[src/rtl/adc_boxcar_decimator.sv]
// Boxcar decimator for the raw ADC stream: averages blocks of 2^dec_log2 signed
// samples and presents each average on an AXI-Stream output with a one-word holding register.
module adc_boxcar_decimator #(
  parameter int ADC_WIDTH        = 14,
  parameter int AXIS_TDATA_WIDTH = 32,
  parameter int DEC_LOG2_MAX     = 10,
  parameter int OVR_WIDTH        = 16
) (
  input  logic                        clk,
  input  logic                        rst,
  input  logic                        en,
  input  logic [3:0]                  dec_log2,
  input  logic [AXIS_TDATA_WIDTH-1:0] S_AXIS_IN_tdata,
  input  logic                        S_AXIS_IN_tvalid,
  output logic [AXIS_TDATA_WIDTH-1:0] M_AXIS_OUT_tdata,
  output logic                        M_AXIS_OUT_tvalid,
  input  logic                        M_AXIS_OUT_tready,
  output logic [OVR_WIDTH-1:0]        overrun_count,
  output logic                        busy,
  output logic                        state_dbg
);

  // Handshake: a word transfers on any rising clk edge where M_AXIS_OUT_tvalid and
  // M_AXIS_OUT_tready are both 1; once raised, tvalid and tdata hold until that edge
  // unless a newer result replaces the word. The input has no tready: every beat
  // with S_AXIS_IN_tvalid=1 is taken.

  localparam int ACC_W = ADC_WIDTH + DEC_LOG2_MAX;
  localparam int CNT_W = DEC_LOG2_MAX;
  localparam logic [3:0] SHIFT_MAX = 4'(DEC_LOG2_MAX);

  typedef enum logic {
    IDLE  = 1'b0,
    ACCUM = 1'b1
  } state_t;

  state_t                        state_q, state_d;
  logic signed [ACC_W-1:0]       acc_q, acc_d;
  logic [CNT_W-1:0]              cnt_q, cnt_d;
  logic [3:0]                    shift_q, shift_d;
  logic [AXIS_TDATA_WIDTH-1:0]   data_q, data_d;
  logic                          valid_q, valid_d;
  logic [OVR_WIDTH-1:0]          ovr_q, ovr_d;

  logic [3:0]                    shift_clamped;
  logic signed [ADC_WIDTH-1:0]   sample;
  logic signed [ACC_W-1:0]       sample_ext;
  logic signed [ACC_W-1:0]       sum;
  logic signed [ACC_W-1:0]       result;
  logic [CNT_W-1:0]              block_max;
  logic                          last_beat;
  logic                          new_result;

  always_comb begin
    shift_clamped = (dec_log2 > SHIFT_MAX) ? SHIFT_MAX : dec_log2;
    sample        = S_AXIS_IN_tdata[ADC_WIDTH-1:0];
    sample_ext    = {{DEC_LOG2_MAX{sample[ADC_WIDTH-1]}}, sample};
    sum           = acc_q + sample_ext;
    // Arithmetic shift floors toward minus infinity, which is the intended rounding.
    result        = sum >>> shift_q;
    block_max     = CNT_W'((32'd1 << shift_q) - 32'd1);
    last_beat     = (cnt_q == block_max);
  end

  // Next-state and datapath decisions for the block accumulator.
  always_comb begin
    state_d    = state_q;
    acc_d      = acc_q;
    cnt_d      = cnt_q;
    shift_d    = shift_q;
    new_result = 1'b0;
    case (state_q)
      IDLE: begin
        if (en) begin
          state_d = ACCUM;
          acc_d   = '0;
          cnt_d   = '0;
          shift_d = shift_clamped;
        end
      end
      ACCUM: begin
        if (!en) begin
          // Partial block is dropped without producing a word.
          state_d = IDLE;
          acc_d   = '0;
          cnt_d   = '0;
        end else if (S_AXIS_IN_tvalid) begin
          if (last_beat) begin
            new_result = 1'b1;
            acc_d      = '0;
            cnt_d      = '0;
            shift_d    = shift_clamped;
          end else begin
            acc_d = sum;
            cnt_d = cnt_q + CNT_W'(1);
          end
        end
      end
      default: begin
        state_d = IDLE;
        acc_d   = '0;
        cnt_d   = '0;
      end
    endcase
  end

  // Output holding register; a new result always wins over the pending word.
  always_comb begin
    data_d  = data_q;
    valid_d = valid_q;
    ovr_d   = ovr_q;
    if (new_result) begin
      data_d  = {{(AXIS_TDATA_WIDTH-ACC_W){result[ACC_W-1]}}, result};
      valid_d = 1'b1;
      if (valid_q && !M_AXIS_OUT_tready && (ovr_q != '1)) begin
        ovr_d = ovr_q + OVR_WIDTH'(1);
      end
    end else if (valid_q && M_AXIS_OUT_tready) begin
      valid_d = 1'b0;
    end
  end

  always_ff @(posedge clk or negedge rst) begin
    if (!rst) begin
      state_q <= IDLE;
      acc_q   <= '0;
      cnt_q   <= '0;
      shift_q <= '0;
      data_q  <= '0;
      valid_q <= 1'b0;
      ovr_q   <= '0;
    end else begin
      state_q <= state_d;
      acc_q   <= acc_d;
      cnt_q   <= cnt_d;
      shift_q <= shift_d;
      data_q  <= data_d;
      valid_q <= valid_d;
      ovr_q   <= ovr_d;
    end
  end

  assign M_AXIS_OUT_tdata  = data_q;
  assign M_AXIS_OUT_tvalid = valid_q;
  assign overrun_count     = ovr_q;
  assign busy              = (state_q == ACCUM) && (cnt_q != '0);
  assign state_dbg         = state_q;

endmodule

[config.mk]
export PLATFORM = sky130hd
export DESIGN_NAME = adc_boxcar_decimator
export DESIGN_NICKNAME = d
export VERILOG_FILES = /design/src/rtl/adc_boxcar_decimator.sv
export SDC_FILE = /design/constraint.sdc
export NUM_CORES = 1
export LEC_CHECK = 0
export CAP_MARGIN = 20
export CORE_MARGIN = 4
export CORE_UTILIZATION = 30
export DETAILED_ROUTE_END_ITERATION = 10
export HOLD_SLACK_MARGIN = 0.05
export SLEW_MARGIN = 15
export SYNTH_ARGS = -nofsm -noshare
export SYNTH_HDL_FRONTEND = slang
export SYNTH_SLANG_ARGS = --single-unit
[constraint.sdc]
create_clock -name clk -period 10.6 [get_ports clk]
set_input_delay 1.06 -clock clk [delete_from_list [all_inputs] [get_ports clk]]
set_output_delay 1.06 -clock clk [all_outputs]
set_load 0.02 [all_outputs]
* Yosys cells after proc, flatten, opt, wreduce, memory -nomap -nowiden
Index checks and enable logic that the tools add are counted.
** Cells by class
- $lt $le $gt $ge :: 1
- Mux-type cells :: 23
- Bitwise gates (word level) :: 1
- Reduce and logical (&&, ||, !) cells :: 10
- Eq/ne operators :: 7
- Add/subtract/negate cells :: 4
- Shift-type cells :: 2
** Operators by type and width (count)
- $mux W24 :: 4
- $pmux W24 S2 :: 1
- $mux W10 :: 4
- $add A24 B14 Y24 :: 1
- $sshr A24 B4 Y24 :: 1
- $mux W4 :: 5
- $pmux W10 S2 :: 1
- $add A16 B1 Y16 const B :: 1
- $ne A16 B16 Y1 const B :: 1
- $add A10 B1 Y10 const B :: 1
- $eq A10 B10 Y1 :: 1
- $reduce_bool A10 Y1 :: 1
- $shl A1 B4 Y10 const A :: 1
- $sub A10 B1 Y10 const B :: 1
- $pmux W4 S2 :: 1
- $mux W1 :: 7
- $ne A2 B2 Y1 const B :: 3
- $gt A4 B4 Y1 const B :: 1
- $logic_and A1 B1 Y1 :: 4
- $reduce_and A2 Y1 :: 2
- $reduce_and A4 Y1 :: 1
- $ne A3 B3 Y1 const B :: 1
- $ne A2 B1 Y1 const B :: 1
- $reduce_bool A2 Y1 :: 1
- 2 further kinds :: 2
** Word-level totals
- Output and inout port bits :: 51
- Register bits after elaboration :: 80
- Bits of input ports :: 41

* Longest topological paths before layout
Gate-level depths: netlist of the first run.
- Word-level depth :: 8
- Depth in mapped cells :: 19
- Gate-level depth less buffers :: 13

* Worst setup path before layout of the first run
OpenSTA, ideal clock, no wires.
- Path type :: reg2reg
- Start point :: register shift_q[0]
- End point :: register ovr_q[13] (netlist: overrun_count[13])
- Clock period less this slack :: 4593 ps
- Buffers on the path :: 8
- Data required time :: 10471 ps
- Slack :: 6007 ps
- Cell stages (with the launch flop) :: 20
- Arrival :: 4464 ps
- Cells stage by stage :: dfrtp_1 > buf_2 > buf_1 > clkbuf_1 > clkbuf_1 > buf_1 > nand2_1 > ha_1 > clkbuf_1 > xnor2_1 > xnor2_1 > nor4b_1 > o2111a_1 > or4b_1 > buf_2 > a311oi_4 > and3_1 > buf_4 > nand4_1 > xnor2_1
** On the way
- Longest elaborated chain between the ends :: 8
** Ends and longest elaborated chain
- start, declared :: line 40 : logic [3:0] shift_q, shift_d;
- start signal, assigned :: line 136 : shift_q <= shift_d;
- $shl A1 B4 Y10 :: line 61 : block_max = CNT_W'((32'd1 << shift_q) - 32'd1);
- $sub A10 B1 Y10 :: line 61
- $eq A10 B10 Y1 :: line 62 : last_beat = (cnt_q == block_max);
- $mux W1 :: line 88 : if (last_beat) begin
- $mux W1 :: line 87 : end else if (S_AXIS_IN_tvalid) begin
- $mux W1 :: line 82 : if (!en) begin
- $mux W1 :: line 72 : case (state_q)
- $reduce_and A2 Y1 (no line)
- end signal, assigned :: line 139 : ovr_q <= ovr_d;
- end, declared :: line 43 : logic [OVR_WIDTH-1:0] ovr_q, ovr_d;
Every way passes these cells.
A chain may end at the register's enable or synchronous reset.

* Final worst setup path of the first run
- Start point :: input port S_AXIS_IN_tdata[13]
- End point :: register data_q[15] (netlist: M_AXIS_OUT_tdata[15])
** On the way
- Longest elaborated chain between the ends :: 2
** Ends and longest elaborated chain
- start, declared :: line 13 : input logic [AXIS_TDATA_WIDTH-1:0] S_AXIS_IN_tdata,
- $add A24 B14 Y24 :: line 58 : sum = acc_q + sample_ext;
- $sshr A24 B4 Y24 :: line 60 : result = sum >>> shift_q;
- end signal, assigned :: line 137 : data_q <= data_d;
- end, declared :: line 41 : logic [AXIS_TDATA_WIDTH-1:0] data_q, data_d;
Every way passes these cells.

==> flow_metrics.py, run 1 <==
metrics = {
    "hold_path": {
        "hp-class": "reg2reg",
        "min_from": "overrun_count[15]",
    },
    "timing": {
        "fin_crit_sh_pct": 50.01,
        "finalHoldViolCount": 0,
        "worst_slew_margin_rel_pct": 42.59,
        "setup_violations": 0,
        "clock_skew_ns": 0.01000,
        "min_period_ns": 5.301,
        "fin_setup_tns_ns": 0,
        "tightest_slew_ns": 0.8559,
        "slew_viol_final": 0,
        "grt_setup_unrepaired": "false",
        "max_freq_mhz": 188.7,
    },
    "cells_and_area": {
        "final_common_cell": "nand2_1",
        "diodes": 0,
        "drive_above_1_share_pct": 7.581,
        "area_growth_pct": 17.92,
        "nets": 895,
        "mostFrequentLayoutCells": "nand2_1, dfrtp_1, clkdlybuf4s50_1, nor2_1, o21ai_0",
        "fin_area_mm2": 0.007799,
    },
    "routing": {
        "ant_nets": 0,
        "via_count": 6327,
        "viasPerCell": 5.695,
        "wire_per_inst_um": 18.00,
        "drt-initial-drc-count": 524,
        "drc": 0,
        "wirelength_um": 20000,
        "detail_route.first_pass.iterations": 5,
    },
    "setup_path": {
        "crit_start": "S_AXIS_IN_tdata[13]",
        "cpMostUsedCell": "nor3_1",
        "cp-end-kind": "flop",
        "max_stage_delay_ns": 0.72,
        "crit_fanout": 14,
        "critPathBufInv": 1,
        "cp.arrival_ns": 5.51,
        "slowest_stage": "clkdlybuf4s50_1",
        "r2r-start": "shift_q[2]",
        "crit_chain": "clkdlybuf4s50_1 -> ha_1 -> a21oi_1 -> o21ai_1 -> or4_1 -> nor3_1 -> nor3_1 -> mux2i_1 -> nor2_1 -> a2111oi_0 -> o21ai_0",
        "critical_path_class": "in2reg",
        "start_kind": "input pin",
        "critical_path_required_ns": 10.81,
        "path_delay_family": "simple AND/OR/NAND/NOR gates",
    },
    "placement": {
        "port_buffers": 73,
        "dpl_cell_area_mm2": 0.007481,
        "hpwl_um": 14700,
        "place.gp.congestion": 0.8758,
    },
    "global_routing": {
        "grt_pass1_wl_um": 32530,
        "grt_overflow": 0,
        "grt_max_degree": 51,
        "grtUsageTotal_pct": 16.40,
        "grt_pass1_vias": 6098,
        "antenna_found_initial": 1,
    },
    "synthesis": {
        "synth_seq_cells": 80,
        "synth_area_leader_cell": "dfrtp_1",
        "synthCells": 797,
        "synth_edf_count": 0,
        "avgSynthCellArea_um2": 8.298,
        "syn-cell-area_mm2": 0.006614,
        "synth_top_area_share_pct": 30.27,
        "synth_ff_type": "dfrtp_1",
        "yosysWarnings": 0,
        "syn-num-nets": 866,
        "async_flop_share_pct": 100.0,
        "ys_types": 73,
        "yosys-top-cells-area": "dfrtp_1, nand2_1, ha_1",
        "synth_seq_area_share_pct": 30.27,
    },
    "clock_network": {
        "htree_levels": 3,
        "post_cts_resized": 0,
        "cts_tree": "yes",
        "cts_hold_buf": 0,
        "cts-root-buf": "clkbuf_16",
        "postCtsSetupBuffers": 0,
        "clk_pin_slew_ns": 0.07,
        "clock_latency_ns": 0.36,
        "numCtsBuffers": 9,
        "cts.sinks": 80,
        "cts.path.max_buffers": 2,
    },
    "power_and_ir_drop": {
        "powerDensity_mw_per_mm2": 132.4,
        "ir_worst_vdd_mv": 0.08186,
        "leakage_nw": 3.264,
    },
    "floorplanning": {
        "dieArea_mm2": 0.02449,
        "dieWidth_um": 156.5,
        "start_util_pct": 30.40,
        "rows": 54,
        "io_pins": 92,
        "dieHeight_um": 156.5,
        "core_area_mm2": 0.02176,
    },
    "run": {
        "drv_cap": 0,
    },
    "status": {
        "outcome": "complete, no violations",
    },
}
==> flip-flops by register name, summed over array words and instances, names as in the netlist <==
name / cells
M_AXIS_OUT_tdata: 24
acc_q: 24
overrun_count: 16
cnt_q: 10
shift_q: 4
M_AXIS_OUT_tvalid: 1
state_dbg: 1
==> power by group <==
group          internal, mW  switching, mW  total, mW
registers             0.316        0.00741      0.323
logic                 0.140          0.234      0.374
clock network         0.188          0.148      0.336
total                 0.644          0.389       1.03
==> cell families after synthesis <==
kind of cell             Yosys count  synth area share, %
AND/OR/NAND/NOR                  292                21.23
AO/OA/AOI/OAI                    238                25.07
buffers and inverters             80                5.127
flip-flops                        80                30.27
XOR/XNOR                          43                5.694
multiplexers                      36                7.208
adder cells (fa/ha/maj)           28                5.410
==> final cells by class <==
| cell class | count | area [um^2] |
|---|---|---|
| clock buffers | 9 | 225.2 |
| clock inverters | 7 | 87.58 |
| inverters | 15 | 56.30 |
| well taps | 280 | 350.3 |
| multi-input cells | 637 | 4277 |
| repair buffers | 83 | 800.8 |
| fillers | 2288 | 13960 |
| flip-flops and latches | 80 | 2002 |
==> worst reg2reg max path: cells and delay by family (launching register included) <==
family          cells  cell delay (ns)
fa+ha+maj           1             0.32
xor+xnor            2             0.31
flops               1             0.36
buf+inv             1             0.24
simple gates        6             2.27
compound gates      4             1.05
==> metrics by stage <==
step           power, mW  hold slack, ns  utilization, %  worst slack [ns]  instances
5_1_grt            1.088          0.5130           35.85             4.936       1111
6_report           1.033          0.4909           35.85             5.299       1111
3_5_place_dp      0.6948          0.4809           34.39             5.041       1094
3_3_place_gp      0.6919          0.4661           34.39             5.022       1094
4_1_cts            1.037          0.4941           35.82             5.415       1110
2_1_floorplan     0.5888          0.4526               -             6.007        797
==> path summary, 6_finish.rpt <==
path / endpoint / slack (ns) / cells past startpoint
setup / recovery: M_AXIS_OUT_tdata[15] / 5.30 / 11
hold / removal: overrun_count[15] / 0.49 / 1
setup reg to reg: M_AXIS_OUT_tdata[18] / 5.96 / 14
hold reg to reg: overrun_count[15] / 0.49 / 1
max in group asynchronous: shift_q[0] / 8.97 / 2
min in group asynchronous: acc_q[17] / 0.65 / 1
==> cells in the mapped netlist, drive strengths merged (7+ instances only) <==
cell type  instances
a22o              20
buf               20
inv               13
xor2              15
nor4              11
dfrtp             80
clkbuf            45
or2                7
a211oi            21
nor2              60
nor3              28
o21ai             61
nand2            102
mux4               8
o31ai              7
and3              12
nand3             20
a21o               8
mux2              13
o211ai             9
xnor2             28
ha                27
nand4             13
mux2i             15
a21oi             45
==> layer usage <==
| metal | vias to the layer above | part of all wire (%) | GRT usage [%] |
|---|---|---|---|
| li1 | 3034 | - | - |
| met1 | 3066 | 44 | 21.86 |
| met2 | 186 | 47 | 26.57 |
| met3 | 39 | 5.1 | 2.904 |
| met4 | 2 | 3.1 | 6.240 |
| met5 | - | 0.060 | 0 |
(Power assumes the default switching activity.)
==> run 2: changes to the inputs <==
Clock period 10.6 ns to 4.5 ns, I/O delays scaled along.
==> run 2 against run 1 <==
Effect of this change:
- sequential share of layout area down 0.52 points
- clock power up 130%
- register-to-register slack worse by 5.5 ns
- largest power group unchanged
==> flow_metrics.py, run 2 (synthesis results as in run 1) <==
metrics = {
    "cells_and_area": {
        "fin_area_mm2": 0.007959,
        "nets": 915,
        "fin_cells": 1131,
        "drive_above_1_share_pct": 9.753,
        "area_growth_pct": 20.34,
        "utilization_pct": 36.58,
        "diodes": 0,
        "mostFrequentLayoutCells": "nand2_1, dfrtp_1, clkdlybuf4s50_1, nor2_1, o21ai_0",
        "final_common_cell": "nand2_1",
    },
    "routing": {
        "viasPerCell": 5.560,
        "wirelength_um": 19970,
        "via_count": 6288,
        "ant_nets": 0,
        "detail_route.first_pass.iterations": 5,
        "drc": 0,
        "wire_per_inst_um": 17.65,
        "drt-initial-drc-count": 733,
    },
    "clock_network": {
        "post_cts_resized": 0,
        "cts-root-buf": "clkbuf_16",
        "cts_tree": "yes",
        "cts.path.max_buffers": 2,
        "clk_pin_slew_ns": 0.07,
        "numCtsBuffers": 9,
        "postCtsSetupBuffers": 0,
        "clock_latency_ns": 0.36,
        "cts.sinks": 80,
        "htree_levels": 3,
        "cts_hold_buf": 0,
    },
    "setup_path": {
        "cp.arrival_ns": 4.31,
        "critical_path_required_ns": 4.78,
        "critical_path_class": "reg2reg",
        "crit_fanout": 14,
        "rrSetupSlack_ns": 0.48,
        "start_kind": "flop",
        "cp-end-kind": "flop",
    },
    "global_routing": {
        "grt_pass1_vias": 5954,
        "grtUsageTotal_pct": 16.30,
        "grt_overflow": 0,
        "grt_pass1_wl_um": 32350,
        "grt_max_degree": 49,
        "antenna_found_initial": 0,
    },
    "placement": {
        "place.gp.congestion": 0.8910,
        "port_buffers": 73,
        "dpl_cell_area_mm2": 0.007646,
        "hpwl_um": 15000,
        "dp_cells": 1115,
    },
    "floorplanning": {
        "core_area_mm2": 0.02176,
        "dieWidth_um": 156.5,
        "rows": 54,
        "dieArea_mm2": 0.02449,
        "dieHeight_um": 156.5,
        "start_util_pct": 30.40,
        "io_pins": 92,
    },
    "timing": {
        "finalHoldViolCount": 0,
        "min_period_ns": 4.024,
        "clock_skew_ns": 0.007129,
        "fin_hold_ws_ns": 0.03863,
        "worst_slew_margin_rel_pct": 34.53,
        "slew_viol_final": 0,
        "grt_setup_unrepaired": "false",
        "fin_crit_sh_pct": 89.43,
        "max_freq_mhz": 248.5,
        "setup_violations": 0,
        "fin_setup_tns_ns": 0,
        "tightest_slew_ns": 0.9783,
    },
    "status": {
        "outcome": "complete, no violations",
    },
    "power_and_ir_drop": {
        "leakage_nw": 3.363,
        "ir_worst_vdd_mv": 0.1952,
        "powerDensity_mw_per_mm2": 309.2,
    },
    "run": {
        "drv_cap": 0,
    },
    "hold_path": {
        "hp-class": "in2async",
    },
}
==> run 2: cell count changes in the layout (fill, tap and decap cells not counted), sizes merged <==
cell	delta
clkbuf	-1
clkinv	+1
inv	-1
buf	+21
==> run 2: worst max-delay path, stage by stage, from the launching register on <==
cell and delay, ns:
dfrtp_1 0.44, or2_1 0.24, buf_4 0.17, nor2_1 0.18, nand2_1 0.08, ha_1 0.30
xnor2_1 0.18, xnor2_1 0.14, nor4b_1 0.44, o2111a_1 0.27, nor3b_1 0.31, and2_1 0.52
o21ai_0 0.30, o21bai_1 0.24, a21oi_1 0.14
==> run 2: final timing paths <==
kind                            cells after the start                   end                 start
worst min register to register                      2  M_AXIS_OUT_tdata[11]  M_AXIS_OUT_tdata[11]
worst max-delay path                               14  M_AXIS_OUT_tdata[18]            shift_q[3]
min in group clk                                    2  M_AXIS_OUT_tdata[11]  M_AXIS_OUT_tdata[11]
worst min-delay path                                1             acc_q[15]                   rst
max in group asynchronous                           2     overrun_count[15]                   rst
worst max register to register                     14  M_AXIS_OUT_tdata[18]            shift_q[3]
==> run 2: through the flow <==
stage | setup WS, ns | power [mW]
2_1_floorplan | 0.0001017 | 1.387
3_3_place_gp | 0.2878 | 1.670
3_5_place_dp | 0.2733 | 1.675
4_1_cts | 0.5012 | 2.472
5_1_grt | 0.01206 | 2.601
6_report | 0.4758 | 2.461
==> run 2: cell type report <==
class / instances / area [um^2]
clock inverters: 7 / 87.58
flip-flops and latches: 80 / 2002
repair buffers: 103 / 953.4
inverters: 15 / 56.30
well taps: 280 / 350.3
fillers: 2241 / 13800
clock buffers: 9 / 225.2
multi-input cells: 637 / 4284
==> run 2: metal layers <==
layer,GRT usage (%),share of wire (%)
met5,0,0
met4,4.669,1.8
met3,3.042,5.8
met2,26.29,48
met1,22.36,45
==> run 2: report_power, final <==
part | internal [mW] | total (mW) | switching (mW) | leakage, nW
Sequential | 0.744 | 0.764 | 0.0205 | 1.10
Clock | 0.443 | 0.788 | 0.345 | 0.154
Combinational | 0.360 | 0.909 | 0.548 | 2.11
==> run 3: changes to the inputs <==
Settings changed: SLEW_MARGIN 15 to 20.
==> results of run 3 <==
Same layout as run 2: the final DEF is identical, and so are final timing and power.
